### src/rtl/op_cmd_sequencer_pkg.sv
// Shared constants for the command sequencer: opcodes, status words, register map, FSM states.
// Opcode values come from the MULTIPLICATION_OPERATION / CONVOLUTION_OPERATION macros when predefined.
`ifndef MULTIPLICATION_OPERATION
`define MULTIPLICATION_OPERATION 32'h0000_0001
`endif
`ifndef CONVOLUTION_OPERATION
`define CONVOLUTION_OPERATION 32'h0000_0002
`endif

package op_cmd_sequencer_pkg;

  localparam logic [31:0] OP_MULT      = `MULTIPLICATION_OPERATION;
  localparam logic [31:0] OP_CONV      = `CONVOLUTION_OPERATION;
  localparam logic [31:0] STATUS_START = 32'hFFFF_FFFF;
  localparam logic [31:0] STATUS_IDLE  = 32'h0000_0000;

  localparam logic [3:0] ADDR_CMD     = 4'h0;
  localparam logic [3:0] ADDR_STAT    = 4'h4;
  localparam logic [3:0] ADDR_DONECNT = 4'h8;
  localparam logic [3:0] ADDR_CTRL    = 4'hC;

  typedef enum logic [1:0] {
    ST_IDLE  = 2'd0,
    ST_ARM   = 2'd1,
    ST_RUN   = 2'd2,
    ST_DRAIN = 2'd3
  } seq_state_t;

  function automatic logic is_valid_op(input logic [31:0] v);
    return (v == OP_MULT) || (v == OP_CONV);
  endfunction

endpackage

### src/rtl/op_cmd_fifo.sv
// Synchronous command FIFO; full/empty derived from pointers carrying one extra wrap bit.
// Flush empties the FIFO and discards a same-cycle push; the head is still readable during a flush.
module op_cmd_fifo #(
  parameter int FIFO_DEPTH = 4,
  parameter int DATA_W     = 32,
  localparam int AW        = $clog2(FIFO_DEPTH)
) (
  input  logic              clk,
  input  logic              reset,
  input  logic              push,
  input  logic              pop,
  input  logic              flush,
  input  logic [DATA_W-1:0] wdata,
  output logic [DATA_W-1:0] rdata,
  output logic              full,
  output logic              empty,
  output logic [AW:0]       count
);

  logic [AW:0]       wr_ptr;
  logic [AW:0]       rd_ptr;
  logic [DATA_W-1:0] mem [FIFO_DEPTH];
  logic              pop_ok;
  logic              push_ok;

  assign empty   = (wr_ptr == rd_ptr);
  assign full    = (wr_ptr[AW] != rd_ptr[AW]) && (wr_ptr[AW-1:0] == rd_ptr[AW-1:0]);
  assign count   = wr_ptr - rd_ptr;
  assign rdata   = mem[rd_ptr[AW-1:0]];
  assign pop_ok  = pop && !empty;
  // A pop frees the slot this cycle, so a push into a full FIFO is still accepted.
  assign push_ok = push && (!full || pop_ok) && !flush;

  always_ff @(posedge clk or posedge reset) begin
    if (reset) begin
      wr_ptr <= '0;
      rd_ptr <= '0;
    end else if (flush) begin
      rd_ptr <= wr_ptr;
    end else begin
      if (push_ok) wr_ptr <= wr_ptr + 1'b1;
      if (pop_ok)  rd_ptr <= rd_ptr + 1'b1;
    end
  end

  always_ff @(posedge clk) begin
    if (push_ok) mem[wr_ptr[AW-1:0]] <= wdata;
  end

endmodule

### src/rtl/op_cmd_sequencer.sv
// Command front end: bus register decode, command FIFO, start/finish handshake FSM, DONECNT.
// Optional completion interrupt built only when OPSEQ_IRQ_EN is defined.
module op_cmd_sequencer
  import op_cmd_sequencer_pkg::*;
#(
  parameter int FIFO_DEPTH = 4,
  parameter int CNT_W      = 16
) (
  input  logic        clk,
  input  logic        reset,
  input  logic        bus_we,
  input  logic        bus_re,
  input  logic [3:0]  bus_addr,
  input  logic [31:0] bus_wdata,
  output logic [31:0] bus_rdata,
  output logic        bus_ack,
  input  logic        finished,
  output logic [31:0] operation,
  output logic [31:0] status,
  output logic        irq
);

  localparam int AW = $clog2(FIFO_DEPTH);

  seq_state_t  state, state_nx;
  logic        wr_cmd, wr_ctrl, flush, clr;
  logic        push_req, rej_set;
  logic        pop, start, done;
  logic        fifo_full, fifo_empty;
  logic [AW:0] fifo_count;
  logic [31:0] fifo_head;
  logic [CNT_W-1:0] done_cnt;
  logic        rej;
  logic        irq_pend;
  logic [31:0] rd_mux;

  assign wr_cmd   = bus_we && (bus_addr == ADDR_CMD);
  assign wr_ctrl  = bus_we && (bus_addr == ADDR_CTRL);
  assign flush    = wr_ctrl && bus_wdata[0];
  assign clr      = wr_ctrl && bus_wdata[1];
  assign push_req = wr_cmd && is_valid_op(bus_wdata);
  assign rej_set  = wr_cmd && (!is_valid_op(bus_wdata) || (fifo_full && !pop));

  op_cmd_fifo #(
    .FIFO_DEPTH (FIFO_DEPTH),
    .DATA_W     (32)
  ) u_fifo (
    .clk   (clk),
    .reset (reset),
    .push  (push_req),
    .pop   (pop),
    .flush (flush),
    .wdata (bus_wdata),
    .rdata (fifo_head),
    .full  (fifo_full),
    .empty (fifo_empty),
    .count (fifo_count)
  );

  always_ff @(posedge clk or posedge reset) begin
    if (reset) state <= ST_IDLE;
    else       state <= state_nx;
  end

  always_comb begin
    state_nx = state;
    pop      = 1'b0;
    start    = 1'b0;
    done     = 1'b0;
    case (state)
      ST_IDLE: begin
        if (!fifo_empty) begin
          pop      = 1'b1;
          state_nx = ST_ARM;
        end
      end
      ST_ARM: begin
        start    = 1'b1;
        state_nx = ST_RUN;
      end
      ST_RUN: begin
        if (finished) begin
          done     = 1'b1;
          state_nx = ST_DRAIN;
        end
      end
      ST_DRAIN: begin
        if (!finished) state_nx = ST_IDLE;
      end
      default: state_nx = ST_IDLE;
    endcase
  end

  // Handshake outputs: operation settles in ARM, a cycle ahead of the start request.
  always_ff @(posedge clk or posedge reset) begin
    if (reset) begin
      operation <= '0;
      status    <= STATUS_IDLE;
    end else begin
      if (pop) operation <= fifo_head;
      if (start)     status <= STATUS_START;
      else if (done) status <= STATUS_IDLE;
    end
  end

  always_ff @(posedge clk or posedge reset) begin
    if (reset) begin
      done_cnt <= '0;
      rej      <= 1'b0;
    end else begin
      if (done) done_cnt <= done_cnt + 1'b1;
      if (rej_set)  rej <= 1'b1;
      else if (clr) rej <= 1'b0;
    end
  end

`ifdef OPSEQ_IRQ_EN
  // A completion beats a simultaneous clear so no interrupt is lost.
  always_ff @(posedge clk or posedge reset) begin
    if (reset)     irq_pend <= 1'b0;
    else if (done) irq_pend <= 1'b1;
    else if (clr)  irq_pend <= 1'b0;
  end
`else
  assign irq_pend = 1'b0;
`endif

  assign irq = irq_pend;

  always_comb begin
    rd_mux = 32'h0;
    case (bus_addr)
      ADDR_STAT:    rd_mux = {19'b0, irq_pend, rej, (state != ST_IDLE), fifo_empty, fifo_full,
                              8'(fifo_count)};
      ADDR_DONECNT: rd_mux = 32'(done_cnt);
      default:      rd_mux = 32'h0;
    endcase
  end

  always_ff @(posedge clk or posedge reset) begin
    if (reset) begin
      bus_ack   <= 1'b0;
      bus_rdata <= '0;
    end else begin
      bus_ack   <= bus_we || bus_re;
      bus_rdata <= bus_re ? rd_mux : 32'h0;
    end
  end

endmodule

### config.mk
export PLATFORM = sky130hd
export DESIGN_NAME = op_cmd_sequencer
export DESIGN_NICKNAME = d
export VERILOG_FILES = /design/src/rtl/op_cmd_sequencer_pkg.sv /design/src/rtl/op_cmd_fifo.sv /design/src/rtl/op_cmd_sequencer.sv
export SDC_FILE = /design/constraint.sdc
export NUM_CORES = 1
export LEC_CHECK = 0
export ABC_AREA = 1
export CORE_UTILIZATION = 40
export CTS_CLUSTER_DIAMETER = 30
export DETAILED_ROUTE_END_ITERATION = 7
export GPL_TIMING_DRIVEN = 0
export HOLD_SLACK_MARGIN = 0.08
export PLACE_DENSITY_LB_ADDON = 0.25
export RECOVER_POWER = 100
export SLEW_MARGIN = 15
export SYNTH_ARGS = -nofsm -noshare
export SYNTH_HDL_FRONTEND = slang
export SYNTH_SLANG_ARGS = --single-unit
### constraint.sdc
create_clock -name clk -period 4.56 [get_ports clk]
set_input_delay 0.684 -clock clk [delete_from_list [all_inputs] [get_ports clk]]
set_output_delay 0.684 -clock clk [all_outputs]
set_load 0.01 [all_outputs]
; Yosys cells after proc, flatten, opt, wreduce, memory -nomap -nowiden
; Memory sizes are Yosys's and may differ from the RTL's. A register that Yosys moved wholly into a read port is not among the register bits.
; Index checks and enable logic that the tools add are counted.
[totals]
elab_cells = 75
output_inout_bits = 98
ramBits = 128
in_bits = 41
ff_bits = 90
mem_count = 1
[mem_list]
columns = name, depth, word_bits, rd, rd_ports_with_merged_regs, write_ports, line
row1 = u_fifo.mem, 4, 32, 1, 1, 1, op_cmd_fifo.sv:22  ; logic [DATA_W-1:0] mem [FIFO_DEPTH];
[classes]
n_reduce_logical = 28
n_bitwise = 1
n_eq_ne = 14
n_mux = 19
addsub = 4
[ops]
columns = cell, n
row1 = 2-to-1 mux 32 bit, 3
row2 = equality test 32 x 1 -> 1 bit (second input constant), 1
row3 = equality test 32 x 2 -> 1 bit (second input constant), 1
row4 = one-hot mux 16 bit (2 select lines), 1
row5 = adder 16 x 1 -> 16 bit (second input constant), 1
row6 = logical AND 1 bit, 11
row7 = 2-to-1 mux 1 bit, 9
row8 = equality test 4 bit (second input constant), 2
row9 = one-hot mux 2 bit (4 select lines), 1
row10 = nonzero test 2 bit, 4
row11 = adder 3 x 1 -> 3 bit (second input constant), 2
row12 = 2-to-1 mux 2 bit, 3
row13 = 2-to-1 mux 3 bit, 2
row14 = != test 2 bit (second input constant), 3
row15 = zero test 1 bit, 5
row16 = equality test 2 bit (second input constant), 2
row17 = equality test 4 x 3 -> 1 bit (second input constant), 1
row18 = zero test 4 bit, 1
row19 = logical OR 1 bit, 4
row20 = equality test 3 bit, 1
row21 = AND reduction 3 bit, 1
row22 = subtractor 3 bit, 1
row23 = equality test 2 x 1 -> 1 bit (second input constant), 1
row24 = equality test 2 bit, 1
row25 = other kinds (4), 4

; Logic depth before layout (Yosys ltp)
; Gate-level depths: netlist of the first run.
[depth]
word_depth = 9
ltp_mapped = 12
depth_no_buf = 10

; Cells and area by module
; Synthesis of the first run repeated with hierarchy kept, for this count alone.
[hier_totals]
cells_unflattened = 777
hier_area_um2 = 8688.3
[by_module_without_submodules]
columns = module, area_each_um2, seq_area_each_um2, n_inst, cells_per_inst
row1 = op_cmd_fifo, 5292.6, 3993.8, 1, 382
row2 = op_cmd_sequencer, 3395.8, 1726.7, 1, 395

; Least setup slack after synthesis of the first run
; OpenSTA, ideal clock, no wires.
[synth_path]
path_kind = register to register
startpoint = register u_fifo.rd_ptr[1]
endpoint = memory u_fifo.mem[0][0] (enable)
path_buffers = 2
t_arrival_ns = 3.129
path_stages_with_launch = 12
setup_ns = 0.421
period_less_slack_ns = 3.550
t_required_ns = 4.139
setup_slack_ns = 1.010
path_cell_list = dfrtp_1 > buf_2 > clkinv_1 > buf_2 > ha_1 > nand2_1 > inv_1 > nand3_1 > nand3_1 > nor2_1 > nand2_2 > nor2_1
[synth_between]
elab_chain_cells = 9
elab_cells_between_ends = 13
cone_classes = 2 x eq/ne / 4 x mux / 7 x reduce/logical
[synth_rtl]
columns = element, line
row1 = start: declaration, op_cmd_fifo.sv:21  ; logic [AW:0] rd_ptr;
row2 = start signal: assignment, op_cmd_fifo.sv:39  ; rd_ptr <= wr_ptr;
row3 = start signal: assignment, op_cmd_fifo.sv:42  ; if (pop_ok) rd_ptr <= rd_ptr + 1'b1;
row4 = equality test 3 bit, op_cmd_fifo.sv:26  ; assign empty = (wr_ptr == rd_ptr);
row5 = 2-to-1 mux 1 bit, op_cmd_sequencer.sv:72  ; if (!fifo_empty) begin
row6 = 2-to-1 mux 1 bit, op_cmd_sequencer.sv:70  ; case (state)
row7 = logical AND 1 bit, op_cmd_fifo.sv:30  ; assign pop_ok = pop && !empty;
row8 = logical OR 1 bit (*), op_cmd_fifo.sv:32  ; assign push_ok = push && (!full || pop_ok) && !flush;
row9 = logical AND 1 bit (*) (2 in series), op_cmd_fifo.sv:32
row10 = 2-to-1 mux 1 bit (*), op_cmd_fifo.sv:47  ; if (push_ok) mem[wr_ptr[AW-1:0]] <= wdata;
row11 = 2-to-1 mux 1 bit (not written as such) (*), op_cmd_fifo.sv:47
row12 = end: declaration, op_cmd_fifo.sv:22
; Mark *: on every way between the ends. The rest lies on a longest branch, timed or not.

; Worst setup path after layout of the first run
[layout_path]
startpoint = register u_fifo.rd_ptr[1]
endpoint = memory u_fifo.mem[1][2] (enable)
; The elaborated chain is that of the path after synthesis.

==> metrics.yaml, run 1 <==
yosys:
  ys_ff_latch: 203
  syn_area_per_cell_sq_um: 11.1
  ys_seq_area_frac: 0.666
  yosys.cell_types.count: 36
  synth-warning-count: 0
  synth_area_sq_um: 8590
  postSynthCellCount: 772
worst_setup_path:
  path_buf_inv: 5
  cp_cell_sequence: "clkbuf_1 > clkinv_1 > clkbuf_1 > ha_1 > nand2_1 > inv_1 > nand3_1 > nand3_1 > nor2_1 > nand2_1 > nor2_4 > buf_16"
  critPathMaxFanout: 18
  required_ns: 4.77
  critical-path-top-delay-family: "simple AND/OR/NAND/NOR gates"
  r2r_start: "u_fifo.rd_ptr[1]"
  crit_slowest_cell: "nor2_4"
  crit_path_start: "u_fifo.rd_ptr[1]"
  cp-start-kind: "flip-flop"
  slowest_delay_ns: 0.67
  crit_type: "flip-flop to flip-flop"
  crit_path_end_kind: "flip-flop"
  cp.arrival_ns: 3.99
placed_design:
  dp_worst_setup_slack_ns: 1.02
  hpwl_um: 13000
  place_congestion: 0.791
  place_area_sq_um: 10400
  io_buffers: 121
finish:
  fillers: 1814
  drive_above_1_share: 0.152
  antenna_cells: 0
  seqCellArea_sq_um: 5720
  area_growth_pct: 36.0
  layout_commonest_cell: "nor2_1"
  layout_common_cells: "nor2_1 (220), edfxtp_1 (128), dlygate4sd3_1 (85)"
  nNetsFinal: 1013
  fin_util: 0.556
  final_area_sq_um: 11700
  multi_input_area_sq_um: 2200
clock_tree:
  clk_pin_slew_ns: 0.05
  ctsResizeCount: 0
  postCtsHoldBufs: 0
  cts_sinks: 203
  tritoncts: "done"
  cts-root-buf: "clkbuf_16"
  clkLatencyLatePin_ns: 0.51
  htreeDepth: 2
  post_cts_buffers: 0
  cts_max_path_buffers: 3
  cts_buffers: 43
outcome:
  violations: "max-capacitance violations, max-slew violations"
  outcome: "finished with violations"
floorplanning:
  num_rows: 53
  die_area_sq_um: 22100
  start_util: 0.409
  die_w_um: 149
  core_area_sq_um: 21000
  die_h_um: 149
  ios: 139
sta:
  rsz0062_at_grt: "no"
  min_period_ns: 3.78
  max_slew_margin: -0.00762
  setup_viol_count_final: 0
  min_period_over_period: 0.829
  finalHoldViolations: 0
  fin_skew_ns: 0.00868
  worstMarginPinSlew_ns: 1.51
  whs_ns: 0.485
  slew_viol_final: 60
  max_freq_mhz: 265
  worst_slack_ns: 0.780
routing:
  post_drt_wl_per_cell_um: 15.9
  vias: 6001
  antenna_left: 0
  wirelength_um: 20100
  drtIter0Drc: 330
  dr.pass1.iters: 5
  avgViaCountPerCell: 4.74
  drc: 0
job:
  maxCapViolCount: 1
grt:
  antenna_found_initial: 0
  grt_pass1_wl_um: 31300
  grt_usage: 0.188
  grt_pass1_vias: 5797
  grt_max_degree: 60
  grt_overflow: 0
power_and_ir_drop:
  finalPower_mw: 7.56
  peakVddDrop_mv: 0.374
  power_leakage_nw: 4.73
  p_per_area_nw_per_um2: 647
min_path:
  hold_path_class: "flip-flop to flip-flop"
  hp-start: "done_cnt[14]"
cells in the mapped netlist:
master | n | area, sq um
nor2_1 | 219 | 822
edfxtp_1 | 128 | 3840
dfrtp_1 | 75 | 1880
o21ai_0 | 66 | 330
nand2_1 | 50 | 188
buf_4 | 48 | 360
inv_1 | 42 | 158
a31oi_1 | 34 | 213
buf_2 | 16 | 80.1
ha_1 | 12 | 150
xor2_1 | 12 | 105
nand3_1 | 11 | 55.1
clkbuf_1 | 10 | 37.5
o21ai_1 | 6 | 30.0
o22ai_1 | 6 | 37.5
nand4_1 | 5 | 31.3
buf_6 | 4 | 45.0
nor2_4 | 4 | 45.0
a21oi_1 | 3 | 15.0
inv_2 | 3 | 11.3
nand2_2 | 3 | 18.8
a21o_1 | 1 | 7.51
a31o_2 | 1 | 8.76
and2_1 | 1 | 6.26
clkinv_1 | 1 | 3.75
conb_1 | 1 | 3.75
fa_1 | 1 | 20.0
mux2i_1 | 1 | 10.0
nand3_2 | 1 | 10.0
nand4_2 | 1 | 12.5
nor2_2 | 1 | 6.26
nor3_1 | 1 | 5.00
nor3_2 | 1 | 10.0
nor3_4 | 1 | 16.3
o21ai_2 | 1 | 8.76
o21bai_1 | 1 | 7.51
routing by layer:
layer  vias to the layer above  track usage  share of wire
met1                      2848        0.252           0.44
li1                       2923            -              -
met5                         -            0              0
met2                       192        0.296           0.47
met3                        38       0.0433          0.069
met4                         0       0.0716          0.022
state kept, by name, summed over array words and instances, names as in the netlist:
name           count
state              2
bus_rdata         16
u_fifo.wr_ptr      3
rej                1
done_cnt          16
status             1
operation         32
u_fifo.rd_ptr      3
bus_ack            1
u_fifo.mem       128
report_power, final:
part	internal, mW	switching, mW
sequential	2.17	0.173
clock	2.03	1.03
combinational	1.01	1.15
total	5.21	2.35
through the flow:
step                std cells  setup TNS (ns)
floorplan                 788               0
global placement         1184          -75.16
detailed placement       1189               0
CTS                      1267               0
global route             1267               0
finish                   1267               0
logic make-up after synthesis:
logic type | share of synthesized area
buf+inv | 0.0810
xor+xnor | 0.0122
other cells | 0.000437
simple gates | 0.143
fa+ha+maj | 0.0198
mux | 0.00117
flops | 0.666
compound gates | 0.0766
final timing paths:
| check | endpoint | slack [ns] | cells after the start |
|---|---|---|---|
| max | u_fifo.mem[1][2] | 0.78 | 12 |
| min | done_cnt[14] | 0.48 | 2 |
| max reg2reg | u_fifo.mem[1][2] | 0.78 | 12 |
| min reg2reg | done_cnt[14] | 0.48 | 2 |
| max in group asynchronous | operation[16] | 1.89 | 3 |
| min in group asynchronous | operation[24] | 0.76 | 2 |
worst min-delay path, delay by kind of cell, from the launching register on:
kind	cells	cell delay, ns
and+or+nand+nor	2	0.11
DFF	1	0.35
cell type report:
class | count | share of cell area
timing repair buffer | 126 | 0.112
buffer | 78 | 0.0418
tap | 275 | 0.0295
inverter | 46 | 0.0149
clock inverter | 30 | 0.0274
sequential | 203 | 0.490
multi-input combinational | 461 | 0.188
clock buffer | 48 | 0.0963
(Power assumes the default switching activity.)
==> inputs of run 2 (changes only) <==
==> constraint.sdc (replaced) <==
create_clock -name clk -period 3.3 [get_ports clk]
set_input_delay 0.495 -clock clk [delete_from_list [all_inputs] [get_ports clk]]
set_output_delay 0.495 -clock clk [all_outputs]
set_load 0.01 [all_outputs]
==> metrics.yaml, run 2 (same netlist as run 1, synthesis figures left out) <==
power_and_ir_drop:
  p_clk_frac: 0.403  # -0.002
  power_leakage_nw: 4.78  # +1.1%
  peakVddDrop_mv: 0.520  # +39%
  p_int_mw: 7.21  # +38%
  p_sw_frac: 0.311  # about the same
  p_per_area_nw_per_um2: 890  # +37%
  power_frac_seq: 0.310  # about the same
  pwr-share-comb: 0.287  # +0.002
  p_sw_mw: 3.25  # +38%
placed_design:
  place_area_sq_um: 10400  # unchanged
  hpwl_um: 13000  # unchanged
  dp_worst_setup_slack_ns: -0.167  # -1.19 ns
  io_buffers: 121  # unchanged
  post-place-cells: 1189  # unchanged
  place_congestion: 0.791  # unchanged
sta:
  slew_viol_final: 59  # -1.7%
  fin_skew_ns: 0.00828  # -0.000394 ns
  max_slew_margin: -0.00325  # +0.00437
  rsz0062_at_grt: "no"
  finalSetupTns_ns: 0  # unchanged
  setup_viol_count_final: 0  # unchanged
  worst_slack_ns: 0.237  # -0.543 ns
  max_freq_mhz: 327  # +23%
  min_period_ns: 3.06  # -0.717 ns
  min_period_over_period: 0.928  # +0.0991
  worstMarginPinSlew_ns: 1.50  # -0.00656 ns
  finalHoldViolations: 0  # unchanged
floorplanning:
  num_rows: 53  # unchanged
  core_area_sq_um: 21000  # unchanged
  ios: 139  # unchanged
  start_util: 0.409  # unchanged
  die_w_um: 149  # unchanged
  die_area_sq_um: 22100  # unchanged
  die_h_um: 149  # unchanged
grt:
  grt_pass1_wl_um: 31400  # +0.33%
  grt_max_degree: 60  # unchanged
  grt_usage: 0.188  # +0.000662
  grt_overflow: 0  # unchanged
  antenna_found_initial: 0  # unchanged
  grt_pass1_vias: 5818  # +0.36%
worst_setup_path:
  critPathMaxFanout: 21  # +3
  crit_path_end_kind: "flip-flop"
  crit_type: "flip-flop to flip-flop"
  cp-start-kind: "flip-flop"
  required_ns: 3.51  # -1.26 ns
  cp.arrival_ns: 3.28  # -0.71 ns
finish:
  antenna_cells: 0  # unchanged
  stdcell_count: 1274  # +0.55%
  layout_commonest_cell: "nor2_1"
  layout_common_cells: "nor2_1 (219), edfxtp_1 (128), dlygate4sd3_1 (85)"
  drive_above_1_share: 0.166  # +0.0139
  nNetsFinal: 1020  # +0.69%
  largest_reg_flops: 128  # unchanged
  area_growth_pct: 36.9
  final_area_sq_um: 11800  # +0.68%
job:
  maxCapViolCount: 1  # unchanged
clock_tree:
  cts_buffers: 43  # unchanged
  cts_sinks: 203  # unchanged
  cts-root-buf: "clkbuf_16"
  tritoncts: "done"
  postCtsHoldBufs: 0  # unchanged
  clk_pin_slew_ns: 0.05  # about the same
  cts_max_path_buffers: 3  # unchanged
  htreeDepth: 2  # unchanged
  clkLatencyLatePin_ns: 0.51  # about the same
routing:
  vias: 5987  # -0.23%
  antenna_left: 0  # unchanged
  wl_met1_um: 8820  # about the same
  met2_length_um: 9520  # +0.75%
  wirelength_um: 20100  # +0.27%
  avgViaCountPerCell: 4.70  # -0.78%
  top_layer: "met4"
  post_drt_wl_per_cell_um: 15.8  # -0.28%
  drc: 0  # unchanged
  drtIter0Drc: 331  # +0.30%
  dr.pass1.iters: 5  # unchanged
  wl_met3_um: 1380  # -0.94%
min_path:
  hold_path_class: "flip-flop to flip-flop"
outcome:
  outcome: "finished with violations"
  violations: "max-capacitance violations, max-slew violations"
run 2: changes by cell type in the layout (fill, tap and decap cells not counted), moves of 2 or more:
| cell | delta |
|---|---|
| buf_4 | +2 |
| buf_2 | +2 |
| buf_12 | +3 |
| clkbuf_2 | +5 |
| clkbuf_1 | -5 |
run 2: stage by stage:
| stage | total power [mW] | utilization | hold slack, ns |
|---|---|---|---|
| 2_1_floorplan | 5.08 | - | 0.442 |
| 4_1_cts | 10.8 | 0.566 | 0.301 |
| 3_5_place_dp | 6.50 | 0.493 | 0.459 |
| 6_report | 10.5 | 0.560 | 0.484 |
| 5_1_grt | 11.0 | 0.560 | 0.495 |
| 3_3_place_gp | 6.45 | 0.485 | 0.460 |
run 2: cell type report:
class,count,area (sq um)
multi-input combinational,461,2200
clock buffer,48,1120
buffer,78,494
clock inverter,30,320
timing repair buffer,133,1380
tap,275,344
sequential,203,5720
fill,1801,9260
inverter,46,178
run 2: worst paths after layout:
kind / from / endpoint / slack (ns) / cells past startpoint
max: u_fifo.rd_ptr[1] / u_fifo.mem[2][19] / 0.24 / 12
min: done_cnt[14] / done_cnt[14] / 0.48 / 2
max reg2reg: u_fifo.rd_ptr[1] / u_fifo.mem[2][19] / 0.24 / 12
min reg2reg: done_cnt[14] / done_cnt[14] / 0.48 / 2
max in group asynchronous: reset / operation[16] / 0.82 / 3
min in group asynchronous: reset / operation[23] / 0.58 / 2
run 2: repair_timing:
item | in CTS | in global routing
endpoints found under the hold margin | 0 | 0
buffers inserted | 5 | 2
gates resized for setup | 0 | 1
pin swaps | 3 | 2
setup endpoints to repair | 70 | 41
run 2: power by group through the flow:
| stage | logic [mW] | clock network [mW] | registers (mW) |
|---|---|---|---|
| after detailed placement | 3.21 | 0 | 3.30 |
| after floorplan | 1.75 | 0 | 3.33 |
| final | 3.00 | 4.22 | 3.24 |
| after global routing | 3.34 | 4.41 | 3.28 |
| after global placement | 3.15 | 0 | 3.30 |
| after CTS | 3.23 | 4.28 | 3.26 |
run 2: metal layers:
| metal | global-route usage | up-vias |
|---|---|---|
| met3 | 0.0433 | 39 |
| met4 | 0.0716 | 0 |
| met5 | 0 | - |
| met1 | 0.252 | 2810 |
| li1 | - | 2936 |
| met2 | 0.298 | 202 |
run 2: critical path, stage by stage (launching register included):
cell and delay [ns]:
dfrtp_1 0.40, buf_2 0.22, clkinvlp_4 0.18, buf_2 0.24
ha_1 0.33, nand2_1 0.12, inv_1 0.07, nand3_1 0.12
nand3_1 0.09, nor2_1 0.24, nand2_2 0.21, nor2_2 0.29
buf_12 0.22
==> inputs of run 3 (changes only) <==
--- a/config.mk
+++ b/config.mk
@@ -6,13 +6,14 @@
 export NUM_CORES = 1
 export LEC_CHECK = 0
 export ABC_AREA = 1
+export CORE_MARGIN = 2
 export CORE_UTILIZATION = 40
 export CTS_CLUSTER_DIAMETER = 30
 export DETAILED_ROUTE_END_ITERATION = 7
-export GPL_TIMING_DRIVEN = 0
 export HOLD_SLACK_MARGIN = 0.08
 export PLACE_DENSITY_LB_ADDON = 0.25
 export RECOVER_POWER = 100
+export SKIP_CTS_REPAIR_TIMING = 1
 export SLEW_MARGIN = 15
 export SYNTH_ARGS = -nofsm -noshare
 export SYNTH_HDL_FRONTEND = slang
==> metrics.yaml, run 3 (same netlist as run 1, synthesis figures left out) <==
outcome:
  outcome: "finished with violations"
  violations: "max-capacitance violations, max-slew violations"
grt:
  antenna_found_initial: 0  # unchanged
  grt_max_degree: 67  # +12%
  grt_pass1_wl_um: 28800  # -8.2%
  grt_pass1_vias: 5498  # -5.5%
  grt_overflow: 0  # unchanged
  grt_usage: 0.165  # -0.0236
routing:
  antenna_left: 0  # unchanged
  wirelength_um: 18600  # -7.7%
  vias: 5622  # -6.1%
  post_drt_wl_per_cell_um: 15.5  # -2.0%
  drc: 0  # unchanged
  drtIter0Drc: 291  # -12%
  dr.pass1.iters: 4  # -1
  avgViaCountPerCell: 4.69  # -0.22%
clock_tree:
  cts_buffers: 41  # -4.7%
  htreeDepth: 2  # unchanged
  tritoncts: "done"
  clk_pin_slew_ns: 0.05  # about the same
  clkLatencyLatePin_ns: 0.51  # about the same
  cts_sinks: 203  # unchanged
  cts_max_path_buffers: 3  # unchanged
  cts-root-buf: "clkbuf_16"
worst_setup_path:
  cp-start-kind: "flip-flop"
  cp.arrival_ns: 2.93  # -0.35 ns
  crit_type: "flip-flop to flip-flop"
  required_ns: 3.44  # -0.07 ns
  r2r_slack_ns: 0.51  # +0.27 ns
  critPathMaxFanout: 19  # -9.5%
  crit_path_end_kind: "flip-flop"
finish:
  fin_util: 0.535  # -0.0248
  drive_above_1_share: 0.0974  # -0.0688
  area_growth_pct: 30.9
  fillers: 1788  # -0.72%
  seqCellArea_sq_um: 5720  # about the same
  nNetsFinal: 945  # -7.4%
  multi_input_area_sq_um: 2190  # -0.57%
  layout_commonest_cell: "nor2_1"
  layout_common_cells: "nor2_1 (221), edfxtp_1 (128), dlygate4sd3_1 (116)"
  antenna_cells: 0  # unchanged
  largest_reg_flops: 128  # unchanged
job:
  maxCapViolCount: 1  # unchanged
placed_design:
  place_congestion: 0.743  # -6.0%
  hpwl_um: 11700  # -10%
  dp_worst_setup_slack_ns: 0.464  # +0.631 ns
  io_buffers: 121  # unchanged
sta:
  finalHoldViolations: 0  # unchanged
  worst_slack_ns: 0.510  # +0.273 ns
  setup_viol_count_final: 0  # unchanged
  worstMarginPinSlew_ns: 2.11  # +0.606 ns
  min_period_ns: 2.79  # -0.273 ns
  max_freq_mhz: 358  # +9.8%
  rsz0062_at_grt: "no"
  slew_viol_final: 45  # -24%
  max_slew_margin: -0.415  # -0.412
  fin_skew_ns: 0.0112  # +0.00287 ns
  min_period_over_period: 0.845  # -0.0827
power_and_ir_drop:
  p_sw_frac: 0.299  # -0.0119
  peakVddDrop_mv: 0.540  # +3.9%
  pwr-share-comb: 0.250  # -0.037
  p_per_area_nw_per_um2: 890  # about the same
  p_clk_frac: 0.428  # +0.025
  p_sw_mw: 2.99  # -8.1%
  power_frac_seq: 0.322  # +0.012
  p_int_mw: 7.01  # -2.8%
  power_leakage_nw: 4.47  # -6.5%
floorplanning:
  die_h_um: 151  # +1.3%
  die_w_um: 151  # +1.3%
  num_rows: 53  # unchanged
  start_util: 0.409  # unchanged
  die_area_sq_um: 22700  # +2.7%
  ios: 139  # unchanged
  core_area_sq_um: 21000  # unchanged
min_path:
  hold_path_class: "flip-flop to flip-flop"
## run 3: cell count changes in the layout (fill, tap and decap cells not counted), sizes merged
cell,previous run,this run
clkbuf,99,58
buf,39,8
clkdlybuf4s50,36,5
dlygate4sd3,85,116
clkinvlp,7,2
inv,53,49
bufinv,4,7
clkinv,12,15
## run 3: through the flow
| step | instances | total power [mW] | hold slack, ns | area (sq um) | setup TNS [ns] |
|---|---|---|---|---|---|
| after floorplan | 788 | 5.08 | 0.442 | 8650 | -31.97 |
| after global placement | 1123 | 5.99 | 0.459 | 9880 | 0 |
| after detailed placement | 1123 | 6.03 | 0.478 | 9880 | 0 |
| after CTS | 1199 | 10.4 | 0.490 | 11300 | 0 |
| after global routing | 1199 | 10.5 | 0.512 | 11200 | 0 |
| final | 1199 | 10.0 | 0.480 | 11200 | 0 |
## run 3: worst paths after layout
check                                    end              from  cells past startpoint
max                        u_fifo.mem[0][14]  u_fifo.wr_ptr[0]                     10
min                             done_cnt[14]      done_cnt[14]                      2
max reg2reg                u_fifo.mem[0][14]  u_fifo.wr_ptr[0]                     10
min reg2reg                     done_cnt[14]      done_cnt[14]                      2
max in group asynchronous      bus_rdata[11]             reset                      3
min in group asynchronous   u_fifo.wr_ptr[2]             reset                      2
## run 3: layout make-up
class / instances / share of cell area
clock buffers: 49 / 0.0977
clock inverters: 27 / 0.0323
inverters: 46 / 0.0155
multi-input cells: 461 / 0.195
flip-flops and latches: 203 / 0.509
well taps: 275 / 0.0306
repair buffers: 138 / 0.120
## run 3: per-layer routing
layer / global-route usage / up-vias / wire (um)
met5: 0 / - / 0
met4: 0.0491 / 0 / 285
met3: 0.0361 / 25 / 1080
met2: 0.266 / 148 / 8730
met1: 0.224 / 2658 / 8500
li1: - / 2791 / -
## run 3: worst max-delay path, stage by stage (launching register included)
cell      delay, ns
dfrtp_1        0.41
inv_1          0.19
ha_1           0.29
nand2_1        0.11
inv_1          0.06
nand3_1        0.15
nand3_1        0.11
nor2_1         0.18
nand2_1        0.26
nor2_4         0.16
clkbuf_2       0.50
## run 3: power groups by stage
stage / Sequential [mW] / Combinational, mW / Clock, mW
after floorplan: 3.33 / 1.75 / 0
after global placement: 3.27 / 2.72 / 0
after detailed placement: 3.28 / 2.75 / 0
after CTS: 3.24 / 2.76 / 4.35
after global routing: 3.27 / 2.80 / 4.48
final: 3.22 / 2.49 / 4.28
